===== src/rtl/apb_arbiter_pkg.sv =====
// kiscv_apb_pkg: shared types and constants for the two-master APB arbiter
package kiscv_apb_pkg;
  typedef enum logic [1:0] {ST_IDLE, ST_SETUP, ST_ACCESS, ST_DONE} apb_arb_state_t;
  typedef logic mst_idx_t;
  localparam int APB_STB_WIDTH = 4;
endpackage


===== src/rtl/apb_arbiter_if.sv =====
// apb_arbiter_if: one APB port; the requester uses master, the responder uses slave
interface apb_arbiter_if
  import kiscv_apb_pkg::*;
#(
  parameter int ADDR_WIDTH = 32,
  parameter int DATA_WIDTH = 32
);
  logic [ADDR_WIDTH-1:0] paddr;
  logic [DATA_WIDTH-1:0] pdata;
  logic [APB_STB_WIDTH-1:0] pstb;
  logic psel;
  logic penable;
  logic pwrite;
  logic [DATA_WIDTH-1:0] prdata;
  logic pready;
  logic perr;
  modport master (output paddr, pdata, pstb, psel, penable, pwrite, input prdata, pready, perr);
  modport slave (input paddr, pdata, pstb, psel, penable, pwrite, output prdata, pready, perr);
endinterface


===== src/rtl/apb_arbiter_rr_pick2.sv =====
// rr_pick2: combinational two-way round-robin picker; on a tie the master other than last wins
module rr_pick2
  import kiscv_apb_pkg::*;
(
  input  logic [1:0] req_i,
  input  mst_idx_t   last_i,
  output logic       gnt_valid_o,
  output mst_idx_t   gnt_idx_o
);
  assign gnt_valid_o = |req_i;
  assign gnt_idx_o = (&req_i) ? ~last_i : req_i[1];
endmodule


===== src/rtl/apb_arbiter.sv =====
// apb_arbiter: shares one downstream APB slave between two masters, one captured transfer per grant
// Optional ACCESS-phase watchdog enabled by defining APB_ARB_TIMEOUT_EN
module apb_arbiter
  import kiscv_apb_pkg::*;
#(
  parameter int ADDR_WIDTH = 32,
  parameter int DATA_WIDTH = 32,
  parameter int TIMEOUT_CYCLES = 16
) (
  input logic clk,
  input logic rts_n,
  apb_arbiter_if.slave m0,
  apb_arbiter_if.slave m1,
  apb_arbiter_if.master apb
);
  apb_arb_state_t state_q, state_d;
  mst_idx_t gnt_q, gnt_d, last_q, last_d, pick_idx;
  logic pick_valid, timeout, g_psel, g_penable, done0, done1;
  logic [ADDR_WIDTH-1:0] paddr_q, paddr_d;
  logic [DATA_WIDTH-1:0] pdata_q, pdata_d, prdata_q, prdata_d;
  logic [APB_STB_WIDTH-1:0] pstb_q, pstb_d;
  logic pwrite_q, pwrite_d, psel_q, psel_d, penable_q, penable_d, perr_q, perr_d;

  rr_pick2 u_pick (
    .req_i      ({m1.psel, m0.psel}),
    .last_i     (last_q),
    .gnt_valid_o(pick_valid),
    .gnt_idx_o  (pick_idx)
  );

`ifdef APB_ARB_TIMEOUT_EN
  localparam int CNT_W = $clog2(TIMEOUT_CYCLES + 1);
  logic [CNT_W-1:0] cnt_q, cnt_d;
  assign cnt_d = state_q == ST_ACCESS ? cnt_q + 1'b1 : '0;
  assign timeout = state_q == ST_ACCESS && cnt_q == CNT_W'(TIMEOUT_CYCLES - 1);
  always_ff @(posedge clk or negedge rts_n) begin
    if (!rts_n) cnt_q <= '0;
    else cnt_q <= cnt_d;
  end
`else
  assign timeout = 1'b0;
`endif

  assign g_psel = gnt_q ? m1.psel : m0.psel;
  assign g_penable = gnt_q ? m1.penable : m0.penable;

  always_comb begin
    state_d = state_q;
    gnt_d = gnt_q;
    last_d = last_q;
    paddr_d = paddr_q;
    pdata_d = pdata_q;
    pstb_d = pstb_q;
    pwrite_d = pwrite_q;
    psel_d = psel_q;
    penable_d = penable_q;
    prdata_d = prdata_q;
    perr_d = perr_q;
    case (state_q)
      ST_IDLE: if (pick_valid) begin
        state_d = ST_SETUP;
        gnt_d = pick_idx;
        paddr_d = pick_idx ? m1.paddr : m0.paddr;
        pdata_d = pick_idx ? m1.pdata : m0.pdata;
        pstb_d = pick_idx ? m1.pstb : m0.pstb;
        pwrite_d = pick_idx ? m1.pwrite : m0.pwrite;
        psel_d = 1'b1;
      end
      ST_SETUP: begin
        state_d = ST_ACCESS;
        penable_d = 1'b1;
      end
      ST_ACCESS: if (apb.pready || timeout) begin
        state_d = ST_DONE;
        psel_d = 1'b0;
        penable_d = 1'b0;
        prdata_d = apb.pready ? apb.prdata : '0;
        perr_d = apb.pready ? apb.perr : 1'b1;
      end
      ST_DONE: if (g_penable || !g_psel) begin
        state_d = ST_IDLE;
        last_d = gnt_q;
      end
      default: state_d = ST_IDLE;
    endcase
  end

  always_ff @(posedge clk or negedge rts_n) begin
    if (!rts_n) begin
      state_q <= ST_IDLE;
      gnt_q <= 1'b0;
      last_q <= 1'b1;
      paddr_q <= '0;
      pdata_q <= '0;
      pstb_q <= '0;
      pwrite_q <= 1'b0;
      psel_q <= 1'b0;
      penable_q <= 1'b0;
      prdata_q <= '0;
      perr_q <= 1'b0;
    end else begin
      state_q <= state_d;
      gnt_q <= gnt_d;
      last_q <= last_d;
      paddr_q <= paddr_d;
      pdata_q <= pdata_d;
      pstb_q <= pstb_d;
      pwrite_q <= pwrite_d;
      psel_q <= psel_d;
      penable_q <= penable_d;
      prdata_q <= prdata_d;
      perr_q <= perr_d;
    end
  end

  assign apb.paddr = paddr_q;
  assign apb.pdata = pdata_q;
  assign apb.pstb = pstb_q;
  assign apb.pwrite = pwrite_q;
  assign apb.psel = psel_q;
  assign apb.penable = penable_q;

  // responses are visible only to the granted master, and only in DONE
  assign done0 = state_q == ST_DONE && gnt_q == 1'b0;
  assign done1 = state_q == ST_DONE && gnt_q == 1'b1;
  assign m0.pready = done0 && m0.penable;
  assign m0.prdata = done0 ? prdata_q : '0;
  assign m0.perr = done0 && perr_q;
  assign m1.pready = done1 && m1.penable;
  assign m1.prdata = done1 ? prdata_q : '0;
  assign m1.perr = done1 && perr_q;
endmodule


===== src/flat_wrapper.sv =====
// flat-port wrapper written by rule: the top's interface ports become plain ports
module apb_arbiter_flat import kiscv_apb_pkg::*;
#(
  parameter int ADDR_WIDTH = 32,
  parameter int DATA_WIDTH = 32,
  parameter int TIMEOUT_CYCLES = 16
)
  (clk, rts_n, m0_paddr, m0_pdata, m0_pstb, m0_psel, m0_penable, m0_pwrite, m0_prdata, m0_pready, m0_perr, m1_paddr, m1_pdata, m1_pstb, m1_psel, m1_penable, m1_pwrite, m1_prdata, m1_pready, m1_perr, apb_paddr, apb_pdata, apb_pstb, apb_psel, apb_penable, apb_pwrite, apb_prdata, apb_pready, apb_perr);
  apb_arbiter_if #(.ADDR_WIDTH(ADDR_WIDTH), .DATA_WIDTH(DATA_WIDTH)) m0_i ();
  apb_arbiter_if #(.ADDR_WIDTH(ADDR_WIDTH), .DATA_WIDTH(DATA_WIDTH)) m1_i ();
  apb_arbiter_if #(.ADDR_WIDTH(ADDR_WIDTH), .DATA_WIDTH(DATA_WIDTH)) apb_i ();
  input logic clk;
  input logic rts_n;
  input wire logic [$bits(m0_i.paddr)-1:0] m0_paddr;
  input wire logic [$bits(m0_i.pdata)-1:0] m0_pdata;
  input wire logic [$bits(m0_i.pstb)-1:0] m0_pstb;
  input wire logic [$bits(m0_i.psel)-1:0] m0_psel;
  input wire logic [$bits(m0_i.penable)-1:0] m0_penable;
  input wire logic [$bits(m0_i.pwrite)-1:0] m0_pwrite;
  output wire logic [$bits(m0_i.prdata)-1:0] m0_prdata;
  output wire logic [$bits(m0_i.pready)-1:0] m0_pready;
  output wire logic [$bits(m0_i.perr)-1:0] m0_perr;
  input wire logic [$bits(m1_i.paddr)-1:0] m1_paddr;
  input wire logic [$bits(m1_i.pdata)-1:0] m1_pdata;
  input wire logic [$bits(m1_i.pstb)-1:0] m1_pstb;
  input wire logic [$bits(m1_i.psel)-1:0] m1_psel;
  input wire logic [$bits(m1_i.penable)-1:0] m1_penable;
  input wire logic [$bits(m1_i.pwrite)-1:0] m1_pwrite;
  output wire logic [$bits(m1_i.prdata)-1:0] m1_prdata;
  output wire logic [$bits(m1_i.pready)-1:0] m1_pready;
  output wire logic [$bits(m1_i.perr)-1:0] m1_perr;
  output wire logic [$bits(apb_i.paddr)-1:0] apb_paddr;
  output wire logic [$bits(apb_i.pdata)-1:0] apb_pdata;
  output wire logic [$bits(apb_i.pstb)-1:0] apb_pstb;
  output wire logic [$bits(apb_i.psel)-1:0] apb_psel;
  output wire logic [$bits(apb_i.penable)-1:0] apb_penable;
  output wire logic [$bits(apb_i.pwrite)-1:0] apb_pwrite;
  input wire logic [$bits(apb_i.prdata)-1:0] apb_prdata;
  input wire logic [$bits(apb_i.pready)-1:0] apb_pready;
  input wire logic [$bits(apb_i.perr)-1:0] apb_perr;
  assign m0_i.paddr = m0_paddr;
  assign m0_i.pdata = m0_pdata;
  assign m0_i.pstb = m0_pstb;
  assign m0_i.psel = m0_psel;
  assign m0_i.penable = m0_penable;
  assign m0_i.pwrite = m0_pwrite;
  assign m0_prdata = m0_i.prdata;
  assign m0_pready = m0_i.pready;
  assign m0_perr = m0_i.perr;
  assign m1_i.paddr = m1_paddr;
  assign m1_i.pdata = m1_pdata;
  assign m1_i.pstb = m1_pstb;
  assign m1_i.psel = m1_psel;
  assign m1_i.penable = m1_penable;
  assign m1_i.pwrite = m1_pwrite;
  assign m1_prdata = m1_i.prdata;
  assign m1_pready = m1_i.pready;
  assign m1_perr = m1_i.perr;
  assign apb_paddr = apb_i.paddr;
  assign apb_pdata = apb_i.pdata;
  assign apb_pstb = apb_i.pstb;
  assign apb_psel = apb_i.psel;
  assign apb_penable = apb_i.penable;
  assign apb_pwrite = apb_i.pwrite;
  assign apb_i.prdata = apb_prdata;
  assign apb_i.pready = apb_pready;
  assign apb_i.perr = apb_perr;
  apb_arbiter #(.ADDR_WIDTH(ADDR_WIDTH), .DATA_WIDTH(DATA_WIDTH), .TIMEOUT_CYCLES(TIMEOUT_CYCLES)) u_core (.clk(clk), .rts_n(rts_n), .m0(m0_i), .m1(m1_i), .apb(apb_i));
endmodule

===== config.mk =====
export PLATFORM = sky130hd
export DESIGN_NAME = apb_arbiter_flat
export DESIGN_NICKNAME = d
export VERILOG_FILES = /design/src/rtl/apb_arbiter_pkg.sv /design/src/rtl/apb_arbiter_if.sv /design/src/rtl/apb_arbiter_rr_pick2.sv /design/src/rtl/apb_arbiter.sv /design/src/flat_wrapper.sv
export SDC_FILE = /design/constraint.sdc
export NUM_CORES = 1
export LEC_CHECK = 0
export BUFFER_PORTS_ARGS = -buffer_cell sky130_fd_sc_hd__clkbuf_2
export CAP_MARGIN = 20
export CORE_AREA = 2 2 124 126
export CTS_BUF_LIST = sky130_fd_sc_hd__clkbuf_8
export DETAILED_ROUTE_END_ITERATION = 8
export DIE_AREA = 0 0 126 128
export HOLD_SLACK_MARGIN = 0.02
export PLACE_DENSITY = 0.68
export SKIP_CTS_REPAIR_TIMING = 1
export SYNTH_ARGS = -nofsm -noshare
export SYNTH_HDL_FRONTEND = slang
export SYNTH_SLANG_ARGS = --single-unit

===== constraint.sdc =====
create_clock -name clk -period 2.5 [get_ports clk]
set_input_delay 0.25 -clock clk [delete_from_list [all_inputs] [get_ports clk]]
set_output_delay 0.25 -clock clk [all_outputs]
set_load 0.03 [all_outputs]

After elaboration in Yosys (flattened, before gate mapping)
Index checks and enable logic that the tools add are counted.
{"block": "classes", "n_eq_ne": 6, "n_mux": 17, "bitwise_logic": 2, "reduce_logical": 19}
{"operator": "$mux W32", "n": 4}
{"operator": "$reduce_and A2 Y1", "n": 5}
{"operator": "$pmux W2 S4", "n": 1}
{"operator": "$logic_and A1 B1 Y1", "n": 6}
{"operator": "$mux W1", "n": 6}
{"operator": "$mux W2", "n": 3}
{"operator": "$reduce_and A3 Y1", "n": 2}
{"operator": "$eq A2 B2 Y1 const B", "n": 2}
{"operator": "$mux W4", "n": 1}
{"operator": "$ne A2 B1 Y1 const B", "n": 2}
{"operator": "$pmux W1 S2", "n": 2}
{"operator": "$reduce_bool A2 Y1", "n": 2}
{"operator": "$eq A2 B1 Y1 const B", "n": 1}
{"operator": "$logic_not A2 Y1", "n": 1}
{"operator": "$ne A2 B2 Y1 const B", "n": 1}
{"operator": "$not A1 Y1", "n": 2}
{"operator": "$reduce_or A2 Y1", "n": 1}
{"operator": "$logic_not A1 Y1", "n": 1}
{"operator": "$logic_or A1 B1 Y1", "n": 1}
{"block": "word_totals", "ff_bits": 108, "inputBits": 178, "output_inout_bits": 139, "word_cells": 55}

Logic depth before layout (Yosys ltp)
Gate-level depths: netlist of the first run.
{"block": "logic_depth", "word_depth": 5, "depth_mapped": 7, "mapped_depth_nobuf": 6}

Modules after synthesis
A second synthesis of the first run with hierarchy kept.
{"block": "unflattened", "cells_unflattened": 487, "area_unflattened_um2": 5287.6}
{"module": "apb_arbiter", "n_inst": 1, "cells_each": 485, "area_per_inst_um2": 5273.8, "seq_area_each_um2": 2703.8}
{"module": "rr_pick2", "n_inst": 1, "cells_each": 2, "area_per_inst_um2": 13.8, "seq_area_each_um2": 0.0}

Worst setup path after synthesis of the first run
OpenSTA, ideal clock, no wires.
{"block": "synth_timing", "path_kind": "register to output", "from": "register u_core.state_q[1]", "to": "output m0_prdata[10]", "arrival_ps": 1349, "required_ps": 2250, "slack_ps": 901, "stages_incl_launch_ff": 5, "path_buffers": 1, "cell_sequence": "dfrtp_1 > ha_1 > nor2b_1 > clkbuf_1 > and2_1"}
{"block": "synth_between", "elab_chain_cells": 3}
{"item": "start, declared", "line": "apb_arbiter.sv:16", "text": "apb_arb_state_t state_q, state_d;"}
{"item": "start signal, assigned", "line": "apb_arbiter.sv:102", "text": "state_q <= state_d;"}
{"item": "$eq A2 B2 Y1", "line": "apb_arbiter.sv:124", "text": "assign done0 = state_q == ST_DONE && gnt_q == 1'b0;"}
{"item": "$logic_and A1 B1 Y1", "line": "apb_arbiter.sv:124"}
{"item": "$mux W32", "line": "apb_arbiter.sv:127", "text": "assign m0.prdata = done0 ? prdata_q : '0;"}
{"item": "end, declared", "line": "flat_wrapper.sv:20", "text": "output wire logic [$bits(m0_i.prdata)-1:0] m0_prdata;"}
No other way between the ends.

Worst setup path in the final report of the first run
{"block": "layout_timing", "from": "register u_core.state_q[1]", "to": "output m0_prdata[30]"}
Same word-level chain as after synthesis.

==> results of run 1 <==
-- power by group --
group	total (mW)	switching, mW	internal [mW]
Sequential	3.12	0.505	2.61
Clock	0.973	0.585	0.388
Combinational	4.78	3.16	1.62
Total	8.87	4.25	4.62
-- layer usage --
layer	track usage	routed length [um]	vias up
met3	0.0355	923	14
met5	0	0	-
met1	0.201	5510	2016
met2	0.286	6660	200
li1	-	-	2262
met4	0.0646	234	0
-- state kept, by name, summed over array words and instances (netlist names) --
signal / flops
u_core.apb.pstb: 4
u_core.state_q: 2
u_core.apb.psel: 1
u_core.apb.pdata: 32
u_core.last_q: 1
u_core.prdata_q: 32
u_core.perr_q: 1
u_core.apb.penable: 1
u_core.apb.paddr: 32
u_core.gnt_q: 1
u_core.apb.pwrite: 1
-- path summary, 6_finish.rpt --
kind,endpoint,slack [ns]
min in group asynchronous,u_core.prdata_q[9]$_DFFE_PN0P_,0.28
setup / recovery,m0_prdata[30],0.50
setup reg to reg,u_core.state_q[1]$_DFFE_PN0P_,0.79
hold / removal,u_core.prdata_q[8]$_DFFE_PN0P_,0.09
hold reg to reg,u_core.apb.pdata[13]$_DFFE_PN0P_,0.49
max in group asynchronous,u_core.apb.paddr[30]$_DFFE_PN0P_,1.45
-- critical path, cell delays in order, from the launching register on --
cell	delay, ns
dfrtp_1	0.41
ha_1	0.18
nor2b_1	0.13
buf_4	0.28
and2_1	0.17
clkbuf_2	0.21
-- stage by stage --
stage	worst slack, ns	util	cell area (um^2)	total power, mW
after floorplan	0.901	-	5320	6.56
after global placement	0.847	0.472	7010	7.91
after detailed placement	0.775	0.472	7010	8.02
after CTS	0.430	0.484	7190	9.01
after global routing	0.339	0.484	7200	9.56
final	0.499	0.484	7200	8.87
-- cell type report --
class,instances,share of cell area
Tap cell,188,0.0327
Sequential cell,108,0.376
Timing Repair Buffer,327,0.241
Clock inverter,6,0.00574
Inverter,6,0.00313
Multi-Input combinational cell,335,0.323
Clock buffer,10,0.0191
-- layout by cell type, fill, tap and decap left out, types with 7 or more instances in the layout --
master,n
o21ai_1,70
clkbuf_8,10
clkbuf_2,315
nand2_1,71
mux2i_1,70
and2_1,34
mux2_2,33
inv_1,7
dfrtp_1,107
and3_1,34
-- kinds of logic (layout without fill, tap and decap cells) --
logic type                 after synthesis  in the layout  synth area share
DFF                                    108            108             0.508
AOI/OAI and AO/OA                       80             80            0.0821
buffers and inverters                   43            349            0.0569
muxes                                  104            104             0.204
and+or+nand+nor                        146            146             0.137
adders and majority gates                5              5            0.0118
==> impl_metrics.py, run 1 <==
metrics = {
    "sta": {
        "fin_setup_tns_ns": 0,
        "hold_viol_final": 0,
        "timing.hold.ws_ns": 0.0912,
        "finalClockSkew_ns": 0.0106,
        "fin_crit_ns": 2.00,
        "setup_viol": 0,
        "slew_violations": 0,
        "finalCritPeriodShare": 0.800,
        "relSlewSlack": 0.692,
        "worstMarginPinSlew_ns": 0.461,
        "max_freq_mhz": 500,
        "rsz0062_at_grt": "no",
    },
    "final_layout": {
        "nNetsFinal": 970,
        "register_area_um2": 2700,
        "syn_to_final_growth_pct": 35.4,
        "drive_above_1_share": 0.479,
        "diodes": 0,
        "multi_input_area_um2": 2330,
        "n_fill_cell": 1453,
        "final_cells": 980,
    },
    "logic_synthesis": {
        "syn-cell-area_um2": 5320,
        "synth_top_area_cell": "dfrtp_1",
        "synth.distinct_cells": 30,
        "yosysMostFrequentCell": "dfrtp_1",
        "synthFlopType": "dfrtp_1",
        "syn_avg_cell_area_um2": 10.9,
        "synth_top_area_share": 0.504,
        "ys_warn_count": 0,
        "synth_nets": 669,
        "async_flop_share": 1.00,
        "synth_area_leaders": "dfrtp_1 50%, mux2i_1 13%, mux2_2 7.0%, o21ai_1 6.6%, nand2_1 5.0%",
        "synth_seq_cells": 108,
        "synth_edf_count": 0,
        "seq_area_frac_synth": 0.508,
        "synth_common_cells": "107 x dfrtp_1, 71 x nand2_1, 70 x mux2i_1, 70 x o21ai_1",
        "syn_inst": 486,
    },
    "clock_tree": {
        "htreeDepth": 3,
        "clk_latency_ns": 0.38,
        "cts_root_buf": "clkbuf_8",
        "cts_buffer_depth": 2,
        "path_clk_slew_ns": 0.10,
        "cts.sinks": 108,
        "numCtsBuffers": 9,
        "cts_tree": "built",
    },
    "die": {
        "core_area_um2": 14900,
        "die_x_um": 126,
        "dieArea_um2": 16100,
        "ioPinCount": 317,
        "die_h_um": 128,
        "num_rows": 45,
        "start_util": 0.358,
    },
    "worst_setup_path": {
        "worstReg2RegStart": "u_core.state_q[1]$_DFFE_PN0P_",
        "cp_data_required_time_ns": 2.25,
        "startpoint_type": "register",
        "startpoint": "u_core.state_q[1]$_DFFE_PN0P_",
        "endpoint_kind": "primary output",
        "reg2regPathDepth": 6,
        "critPathMaxFanout": 35,
        "arrival_ns": 1.75,
        "path_class": "register to primary output",
    },
    "detailed_routing": {
        "drtIter0Drc": 145,
        "routedWlPerCell_um": 13.6,
        "drt_wl_total_um": 13300,
        "ant_nets": 0,
        "route.detailed.drc": 0,
        "vias": 4492,
        "drtPass1Iterations": 4,
        "vias_per_cell": 4.58,
    },
    "placed_design": {
        "routabilityCongestion": 0.745,
        "dpl.cell_count": 963,
        "dp_hpwl_um": 10500,
        "io_buffer_count": 316,
    },
    "worst_hold_path": {
        "min_from": "apb_prdata[8]",
        "min_path_cells": 2,
        "hold_class": "input port to register",
    },
    "pwr": {
        "irDropWorstVdd_mv": 0.676,
        "power_density_nw_per_um2": 1230,
        "p_leak_nw": 4.06,
    },
    "grt": {
        "grt_overflow": 0,
        "antenna_found_initial": 0,
        "grt_pass1_wl_um": 21100,
        "grt.total_usage": 0.165,
        "grt_max_degree": 78,
        "grt_pass1_vias": 4145,
    },
    "job": {
        "max_cap_violations": 0,
    },
    "run_status": {
        "status": "completed",
    },
}
Power figures use the tool's default switching activity.
==> inputs of run 2 (changes only) <==
Settings changed: CORE_AREA 2 2 124 126 to 2 2 122 124, DIE_AREA 0 0 126 128 to 0 0 124 126, PLACE_DENSITY 0.68 to 0.7.
Clock period 2.5 ns to 2.1 ns, I/O delays scaled along.
==> run 2 against run 1 <==
  * Clock skew shrank 0.0032 ns
  * Critical endpoint is now m1_prdata[1]
  * Largest cell class unchanged
  * Register-to-register slack lost 0.37 ns
  * Power grew 21%
  * Non-clock buffer count grew 2
  * Critical path type unchanged
  * Critical path depth shrank 1
  * Clock power grew 34%
  * Flip-flop and latch count is the same
  * Final cell count shrank 0.20%
  * Highest routed layer unchanged
==> impl_metrics.py, run 2 (synthesis gave the netlist of run 1 again) <==
metrics = {
    "run_status": {
        "status": "completed",
    },
    "grt": {
        "antenna_found_initial": 0,
        "grt_overflow": 0,
        "grt_max_degree": 77,
        "grt_pass1_wl_um": 20700,
        "grt_pass1_vias": 4227,
        "grt.total_usage": 0.170,
    },
    "clock_tree": {
        "cts.sinks": 108,
        "htreeDepth": 3,
        "clk_latency_ns": 0.37,
        "numCtsBuffers": 9,
        "cts_tree": "built",
        "path_clk_slew_ns": 0.10,
        "cts_root_buf": "clkbuf_8",
        "cts_buffer_depth": 2,
    },
    "die": {
        "start_util": 0.372,
        "num_rows": 44,
        "die_x_um": 124,
        "core_area_um2": 14300,
        "die_h_um": 126,
        "ioPinCount": 317,
        "dieArea_um2": 15600,
    },
    "final_layout": {
        "drive_above_1_share": 0.480,
        "diodes": 0,
        "final_cell_mix": "315 x clkbuf_2, 107 x dfrtp_1, 71 x nand2_1",
        "nNetsFinal": 972,
        "final_cells": 978,
        "fin_area_um2": 7250,
        "syn_to_final_growth_pct": 36.3,
        "layout_commonest_cell": "clkbuf_2",
    },
    "worst_setup_path": {
        "arrival_ns": 1.74,
        "critPathMaxStageDelay_ns": 0.40,
        "startpoint_type": "register",
        "timing.critical_path.buf_inv": 2,
        "cp_data_required_time_ns": 1.89,
        "path_depth": 4,
        "worstReg2RegStart": "u_core.state_q[1]$_DFFE_PN0P_",
        "slowest_stage": "dfrtp_1",
        "endpoint_kind": "primary output",
        "reg2regPathDepth": 5,
        "path_class": "register to primary output",
        "rr_endpoint": "u_core.state_q[1]$_DFFE_PN0P_",
        "path_cells": "ha_1 > buf_4 > and3_1 > clkbuf_2",
        "critPathMaxFanout": 37,
        "r2r_setup_slack_ns": 0.42,
        "cp_top_family": "buffers and inverters",
    },
    "pwr": {
        "irDropWorstVdd_mv": 0.677,
        "power.share.sequential": 0.345,
        "power_frac_comb": 0.535,
        "sw_frac_of_total": 0.472,
        "p_leak_nw": 4.09,
        "power_density_nw_per_um2": 1490,
        "p_switching_mw": 5.08,
        "clock_power_share": 0.120,
        "p_int_mw": 5.68,
    },
    "worst_hold_path": {
        "min_path_cells": 2,
        "hold_class": "input port to register",
        "min_from": "apb_prdata[23]",
        "whs_endpoint": "u_core.prdata_q[23]$_DFFE_PN0P_",
    },
    "detailed_routing": {
        "vias_per_cell": 4.61,
        "vias": 4505,
        "route.detailed.drc": 0,
        "routedWlPerCell_um": 13.9,
        "wl_met2_um": 6800,
        "drtIter0Drc": 148,
        "route.met3.wl_um": 1210,
        "drtPass1Iterations": 6,
        "m1WireLength_um": 5430,
        "maxUsedRoutingLayer": "met4",
        "ant_nets": 0,
        "drt_wl_total_um": 13600,
    },
    "job": {
        "max_cap_violations": 0,
    },
    "sta": {
        "relSlewSlack": 0.660,
        "hold_viol_final": 0,
        "max_freq_mhz": 512,
        "slew_violations": 0,
        "fin_ws_ns": 0.146,
        "worstMarginPinSlew_ns": 0.511,
        "finalClockSkew_ns": 0.00740,
        "fin_setup_tns_ns": 0,
        "setup_viol": 0,
        "rsz0062_at_grt": "no",
        "timing.hold.ws_ns": 0.0649,
        "finalCritPeriodShare": 0.930,
        "fin_crit_ns": 1.95,
    },
    "placed_design": {
        "io_buffer_count": 316,
        "dpl-instance-area_um2": 7010,
        "dp_hpwl_um": 10500,
        "routabilityCongestion": 0.774,
        "dpl.cell_count": 960,
        "place_ws_ns": 0.382,
    },
}
run 2: changes by cell type in the layout (fill, tap and decap cells not counted), sizes merged:
cell | before | now
buf | 11 | 13
bufinv | 0 | 1
clkbuf | 325 | 326
clkinv | 3 | 0
inv | 7 | 8
run 2: cell type report:
| cell class | instances | area, um^2 |
|---|---|---|
| clock buffer | 11 | 151 |
| clock inverter | 5 | 52.6 |
| fill | 1380 | 7070 |
| inverter | 6 | 22.5 |
| multi-input combinational | 335 | 2330 |
| sequential | 108 | 2700 |
| tap | 184 | 230 |
| timing repair buffer | 329 | 1750 |
run 2: metal layers:
layer	GRT usage	up-vias
met4	0.0601	0
met3	0.0426	13
li1	-	2268
met2	0.302	191
met1	0.197	2033
met5	0	-
run 2: how the worst max path moves through the flow:
| stage | startpoint | to |
|---|---|---|
| CTS | u_core.state_q[1]$_DFFE_PN0P_ | m0_prdata[9] |
| global route | u_core.state_q[1]$_DFFE_PN0P_ | m1_prdata[1] |
| floorplan | u_core.state_q[1]$_DFFE_PN0P_ | m0_prdata[10] |
| detailed placement | u_core.state_q[1]$_DFFE_PN0P_ | u_core.state_q[1]$_DFFE_PN0P_ |
| finish | u_core.state_q[1]$_DFFE_PN0P_ | m1_prdata[1] |
| global placement | u_core.state_q[1]$_DFFE_PN0P_ | u_core.state_q[1]$_DFFE_PN0P_ |
run 2: stage by stage:
| step | total power, mW | util |
|---|---|---|
| 2_1_floorplan | 7.81 | - |
| 3_3_place_gp | 9.43 | 0.490 |
| 3_5_place_dp | 9.54 | 0.490 |
| 4_1_cts | 10.9 | 0.504 |
| 5_1_grt | 11.6 | 0.506 |
| 6_report | 10.8 | 0.506 |
run 2: power groups by stage:
stage	registers, mW	clock network [mW]	logic [mW]
6_report	3.71	1.30	5.76
5_1_grt	3.85	1.44	6.27
4_1_cts	3.71	1.36	5.79
3_5_place_dp	3.74	0	5.80
3_3_place_gp	3.72	0	5.71
2_1_floorplan	4.89	0	2.92
